===== src/rtl/ram_4x16_ctrl.sv =====
`default_nettype none
// ============================================================================
// Module      : ram_4x16_ctrl
// Description : Command sequencer for a 4-word x 16-bit RAM (write, read,
//               fill with incrementing seed, sum of all words).
// Revision    : 1.0 - initial release
// ============================================================================
module ram_4x16_ctrl (
    input  logic        clk,
    input  logic        clr,
    input  logic        req,
    input  logic [1:0]  op,
    input  logic [1:0]  addr,
    input  logic [15:0] wdata,
    output logic        busy,
    output logic        done,
    output logic [15:0] rdata,
    output logic [17:0] sum,
    output logic        mem_rw,
    output logic [1:0]  mem_addr,
    output logic [15:0] mem_din,
    input  logic [15:0] mem_dout
);

    localparam logic [2:0] S_IDLE = 3'd0;
    localparam logic [2:0] S_WR   = 3'd1;
    localparam logic [2:0] S_RD   = 3'd2;
    localparam logic [2:0] S_FILL = 3'd3;
    localparam logic [2:0] S_SUM  = 3'd4;
    localparam logic [2:0] S_DONE = 3'd5;

    localparam logic [1:0] C_OP_WRITE = 2'b00;
    localparam logic [1:0] C_OP_READ  = 2'b01;
    localparam logic [1:0] C_OP_FILL  = 2'b10;
    localparam logic [1:0] C_OP_SUM   = 2'b11;
    localparam logic [1:0] C_LAST_WORD = 2'd3;

    logic [2:0]  r_state;
    logic        r_tail;
    logic        r_busy;
    logic        r_done;
    logic [15:0] r_rdata;
    logic [17:0] r_sum;
    logic        r_mem_rw;
    logic [1:0]  r_mem_addr;
    logic [15:0] r_mem_din;

    // Every command ends with one quiet "tail" cycle (memory idle) before
    // DONE, so done rises two edges after the last memory access edge minus one.
    always_ff @(posedge clk or negedge clr) begin
        if (!clr) begin
            r_state    <= S_IDLE;
            r_tail     <= 1'b0;
            r_busy     <= 1'b0;
            r_done     <= 1'b0;
            r_rdata    <= 16'd0;
            r_sum      <= 18'd0;
            r_mem_rw   <= 1'b0;
            r_mem_addr <= 2'd0;
            r_mem_din  <= 16'd0;
        end else begin
            case (r_state)
                S_IDLE: begin
                    if (req) begin
                        r_busy <= 1'b1;
                        r_tail <= 1'b0;
                        case (op)
                            C_OP_WRITE: begin
                                r_state    <= S_WR;
                                r_mem_rw   <= 1'b1;
                                r_mem_addr <= addr;
                                r_mem_din  <= wdata;
                            end
                            C_OP_READ: begin
                                r_state    <= S_RD;
                                r_mem_rw   <= 1'b0;
                                r_mem_addr <= addr;
                            end
                            C_OP_FILL: begin
                                r_state    <= S_FILL;
                                r_mem_rw   <= 1'b1;
                                r_mem_addr <= 2'd0;
                                r_mem_din  <= wdata;
                            end
                            C_OP_SUM: begin
                                r_state    <= S_SUM;
                                r_mem_rw   <= 1'b0;
                                r_mem_addr <= 2'd0;
                                r_sum      <= 18'd0;
                            end
                        endcase
                    end
                end
                S_WR: begin
                    if (!r_tail) begin
                        r_mem_rw <= 1'b0;
                        r_tail   <= 1'b1;
                    end else begin
                        r_state <= S_DONE;
                        r_done  <= 1'b1;
                        r_tail  <= 1'b0;
                    end
                end
                S_RD: begin
                    if (!r_tail) begin
                        r_rdata <= mem_dout;
                        r_tail  <= 1'b1;
                    end else begin
                        r_state <= S_DONE;
                        r_done  <= 1'b1;
                        r_tail  <= 1'b0;
                    end
                end
                S_FILL: begin
                    if (!r_tail) begin
                        if (r_mem_addr == C_LAST_WORD) begin
                            r_mem_rw <= 1'b0;
                            r_tail   <= 1'b1;
                        end else begin
                            r_mem_addr <= r_mem_addr + 2'd1;
                            r_mem_din  <= r_mem_din + 16'd1;
                        end
                    end else begin
                        r_state <= S_DONE;
                        r_done  <= 1'b1;
                        r_tail  <= 1'b0;
                    end
                end
                S_SUM: begin
                    if (!r_tail) begin
                        r_sum   <= r_sum + {2'b00, mem_dout};
                        r_rdata <= mem_dout;
                        if (r_mem_addr == C_LAST_WORD) begin
                            r_tail <= 1'b1;
                        end else begin
                            r_mem_addr <= r_mem_addr + 2'd1;
                        end
                    end else begin
                        r_state <= S_DONE;
                        r_done  <= 1'b1;
                        r_tail  <= 1'b0;
                    end
                end
                S_DONE: begin
                    r_state <= S_IDLE;
                    r_done  <= 1'b0;
                    r_busy  <= 1'b0;
                end
                default: begin
                    r_state  <= S_IDLE;
                    r_tail   <= 1'b0;
                    r_done   <= 1'b0;
                    r_busy   <= 1'b0;
                    r_mem_rw <= 1'b0;
                end
            endcase
        end
    end

    assign busy     = r_busy;
    assign done     = r_done;
    assign rdata    = r_rdata;
    assign sum      = r_sum;
    assign mem_rw   = r_mem_rw;
    assign mem_addr = r_mem_addr;
    assign mem_din  = r_mem_din;

endmodule
`default_nettype wire


===== config.mk =====
export PLATFORM = sky130hd
export DESIGN_NAME = ram_4x16_ctrl
export DESIGN_NICKNAME = d
export VERILOG_FILES = /design/src/rtl/ram_4x16_ctrl.sv
export SDC_FILE = /design/constraint.sdc
export NUM_CORES = 1
export LEC_CHECK = 0
export CORE_MARGIN = 2
export CORE_UTILIZATION = 50
export DETAILED_ROUTE_END_ITERATION = 8
export PLACE_DENSITY = 0.94
export SYNTH_ARGS = -nofsm -noshare
export SYNTH_HDL_FRONTEND = slang
export SYNTH_SLANG_ARGS = --single-unit

===== constraint.sdc =====
create_clock -name clk -period 3.1 [get_ports clk]
set_input_delay 0.31 -clock clk [delete_from_list [all_inputs] [get_ports clk]]
set_output_delay 0.31 -clock clk [all_outputs]
set_load 0.1 [all_outputs]

## Word-level counts from Yosys, hierarchy flattened

Cells that the tools add are included.

- Register bits: 59
- Bits of input ports: 39
- Logic and storage cells: 93
- Output and inout bits: 55

- Reduce and logical (&&, ||, !) cells: 23
- Mux-type cells: 33
- Equal/unequal tests: 20
- Add/sub/neg operators: 3
- Bitwise operators: 5

Operators with widths:

| operator | number |
|---|---|
| $mux W16 | 4 |
| $mux W18 | 3 |
| $pmux W18 S2 | 1 |
| $pmux W16 S2 | 1 |
| $add A18 B16 Y18 | 1 |
| $ne A2 B2 Y1 const B | 9 |
| $add A16 B1 Y16 const B | 1 |
| $reduce_or A2 Y1 | 7 |
| $pmux W3 S4 | 1 |
| $mux W1 | 10 |
| $reduce_and A2 Y1 | 5 |
| $reduce_and A5 Y1 | 2 |
| $pmux W1 S4 | 2 |
| $pmux W2 S2 | 2 |
| $reduce_and A4 Y1 | 2 |
| $eq A2 B2 Y1 const B | 3 |
| $eq A3 B2 Y1 const B | 2 |
| $eq A3 B3 Y1 const B | 2 |
| $mux W2 | 3 |
| $mux W3 | 2 |
| $pmux W1 S2 | 3 |
| $pmux W3 S2 | 1 |
| $reduce_bool A2 Y1 | 3 |
| $not A1 Y1 | 5 |
| 8 further kinds | 9 |

## Depth between registers and ports, before layout

- Depth in word-level cells: 5
- Mapped depth: 10
- Gate-level depth less buffers: 10

## Worst setup path before layout

OpenSTA, ideal clock, no wires.

- Path type: reg2reg
- Start: register r_sum[0] (netlist: sum[0])
- End: register r_sum[8] (netlist: sum[8])
- Arrival: 2.760 ns
- Buffers on the path: 0
- Cell stages (with the launch flop): 11
- Path slack: 0.217 ns
- Clock period less this slack: 2.883 ns
- Cell sequence: dfrtp_1 -> ha_1 -> inv_1 -> fa_1 -> nor2b_4 -> o31a_1 -> o21a_1 -> o21a_1 -> o21a_1 -> or3_1 -> a32o_1

- Longest elaborated chain between the ends: 3

RTL lines:

| item | line | source |
|---|---|---|
| start, declared | 43 | `logic [17:0] r_sum;` |
| start signal, assigned | 131 | `r_sum <= r_sum + {2'b00, mem_dout};` |
| $add A18 B16 Y18 | 131 |  |
| $mux W18 | 130 | `if (!r_tail) begin` |
| $pmux W18 S2 | 62 | `case (r_state)` |

No other way between the ends. The select of a mux whose other input is x is not followed.
A chain may end at the register's enable or synchronous reset.

## Final worst setup path

Same ends and word-level chain as after synthesis.

==> summary.txt <==
Critical path
  – Crit path max-delay family: compound AO/OA/AOI/OAI gates
  – CP Max Fanout: 4
  – Worst R2R Path Depth: 10
  – Critical Path RT: around 3.3 ns
  – CP Cell Sequence: ha_1 > inv_1 > fa_1 > nor2b_4 > o31a_1 > o21a_1 > o21a_1 > o21a_1 > or3_1 > a32o_1
  – CP most frequent cell: o21a_1
  – CP endpoint kind: register
  – WS Path Type: reg2reg
  – Worst path bufs/invs: 1
  – Worst setup path startpoint: sum[0]
  – Worst R2R Start: sum[0]
  – R2R setup slack: 0.58 ns
  – Peak per-stage delay on the critical path: 0.41 ns
  – Critical R2R Capture: sum[8]
  – Crit-path slowest cell: dfrtp_1
  – CP startpoint kind: register
  – Data arrival, critical path: 2.76 ns

Die
  – DIE AREA: 7990 µm²
  – Core Area: 7140 µm²
  – I/O pin count: 94
  – Die width: 89.4 µm
  – Die H: 89.4 µm
  – Initial core utilization: 0.511
  – Row count: 31

Finish
  – Synth-to-Final Area Change: 33.8%
  – Final core occ: 0.683
  – Most common cell after layout, fill and taps aside: clkdlybuf4s50_1
  – Layout cells sized above 1: 0.102
  – # nets final: approximately 570
  – Area of the multi-input gates: 2070 µm²
  – Ant diodes: 0
  – Fin area: between 4000 and 5000 µm²
  – Fill count: 576
  – Register area: around 1500 µm²
  – Commonest non-fill, non-tap cells in the layout: 83 x clkdlybuf4s50_1, 59 x dfrtp_1, 46 x nand2_1, 45 x a21oi_1, 39 x nor2_1

Yosys
  – Syn Nets: 474
  – FFs w/ async S/R, synth: 1.00
  – Post-synthesis register bit count: a little under 60
  – Synth Cell Area: between 3000 and 4000 µm²
  – Post-synthesis cell count: 410
  – Syn_area_per_cell: 8.89 µm²
  – EDFF count, synth: 0
  – Dominant synthesized flop cell: dfrtp_1
  – Register area share after synthesis: 0.405
  – Distinct cells, synth: 51
  – Yosys Warn Count: 0

Timing
  – Clock Skews: between 0.008 and 0.009 ns
  – Slew @ Worst Pin: 1.01 ns
  – Final setup viols: 0
  – Fin crit share: 0.814
  – Min setup slack post-route: 0.577 ns
  – Final Hold Viols: 0
  – Setup TNS Final: 0 ns
  – Max Freq: between 300 and 400 MHz
  – RSZ-0062 raised after global routing: no
  – Final Slew Violations: 0
  – Crit path time final: roughly 2.5 ns
  – Slew headroom: 0.323

CTS
  – Clk_lat worst skew: about 0.34 ns
  – # Post-CTS Setup Buffers: 0
  – TritonCTS Buffers: 9
  – Root Driver: clkbuf_8
  – Post-cts repair resize count: 0
  – Clk buf depth: 2
  – Clock transition at path regs: about 0.070 ns
  – CTS tree: yes
  – Sink Count: 59
  – Htree depth: 3
  – Hold_buf cts: 0

Placement
  – Hpwl dp: 6730 µm
  – Post-placement worst setup slack: ~0.28 ns
  – Placed Area: 4660 µm²
  – RePlAce Congestion: 0.927
  – Port bufs: 93

Status
  – Outcome: complete, no violations

Detailed routing
  – Via/cell ratio: between 5 and 6
  – Drt first pass iters: 5
  – Initial DRC Count: 180
  – DRT antenna net count: 0
  – Via count: 3,487
  – Drt total wl: 9420 µm
  – DRC errors left: 0
  – WL/cell: 15.5 µm

GRT
  – Gr ovfl total: 0
  – Total global-route track usage: 0.243
  – Vias in the first global route: about 3,400
  – Initial antenna violation count: 0
  – Largest net degree at the start of global routing: 36
  – Global-route wire length before repair: 15,200 µm

Flow run
  – Max-cap viol count: 0

Worst hold path
  – Hold Path Class: in2async
kinds of logic after synthesis:
logic type / share of synthesized area
AO/OA/AOI/OAI: 0.238
AND/OR/NAND/NOR: 0.167
flip-flops: 0.405
buffers and inverters: 0.0278
adder cells (fa/ha/maj): 0.0879
multiplexers: 0.0577
XOR/XNOR: 0.0168
layout make-up:
class	count	share of cell area
Clock buffer	10	0.0262
Clock inverter	6	0.0185
Tap cell	99	0.0254
Sequential cell	59	0.303
Multi-Input combinational cell	325	0.424
Inverter	9	0.00693
Timing Repair Buffer	100	0.196
flip-flops by register name, indices dropped and copies added (netlist names), 2 cells and up:
| signal | cells |
|---|---|
| rdata | 16 |
| r_state | 3 |
| mem_din | 16 |
| sum | 18 |
| mem_addr | 2 |
per-layer routing:
layer	wire, µm	part of all wire	vias to the layer above	GRT usage
met5	0	0	-	0
met4	192	0.020	0	0.102
met3	566	0.060	19	0.0351
met2	4710	0.50	149	0.426
met1	3950	0.42	1633	0.299
li1	-	-	1686	-
stage by stage:
step | hold WS, ns | cells
CTS | 0.0688 | 608
global placement | 0.431 | 592
detailed placement | 0.433 | 592
finish | 0.0388 | 608
floorplan | 0.0144 | 410
global route | 0.109 | 608
worst max-delay path by stage:
stage,endpoint,slack [ns],cells past startpoint
floorplan,sum[8],0.22,10
global placement,sum[8],0.36,11
detailed placement,sum[8],0.28,11
CTS,sum[8],0.59,10
global route,sum[8],0.50,10
finish,sum[8],0.58,10
Yosys cell counts, drive strengths merged, types with 3 or more instances:
cell type  instances  share of area
dfrtp             59           0.41
nand2             46          0.047
a21oi             45          0.062
nor2              39          0.040
o21ai             39          0.054
ha                24          0.082
mux2              16          0.049
nand3             16          0.022
clkbuf            13          0.013
o22ai             10          0.017
a21o               9          0.019
and3               8          0.014
inv                8         0.0082
a31oi              7          0.012
o21a               6          0.012
nor3               5         0.0069
a211oi             4         0.0082
buf                4         0.0051
xnor2              4         0.0096
a211o              3         0.0072
mux2i              3         0.0082
nor3b              3         0.0062
o31ai              3         0.0062
or3                3         0.0052
xor2               3         0.0072
Power is left out: the tool's default activity adds up to more than one toggle a clock period on the data nets, which glitch-free logic cannot reach.
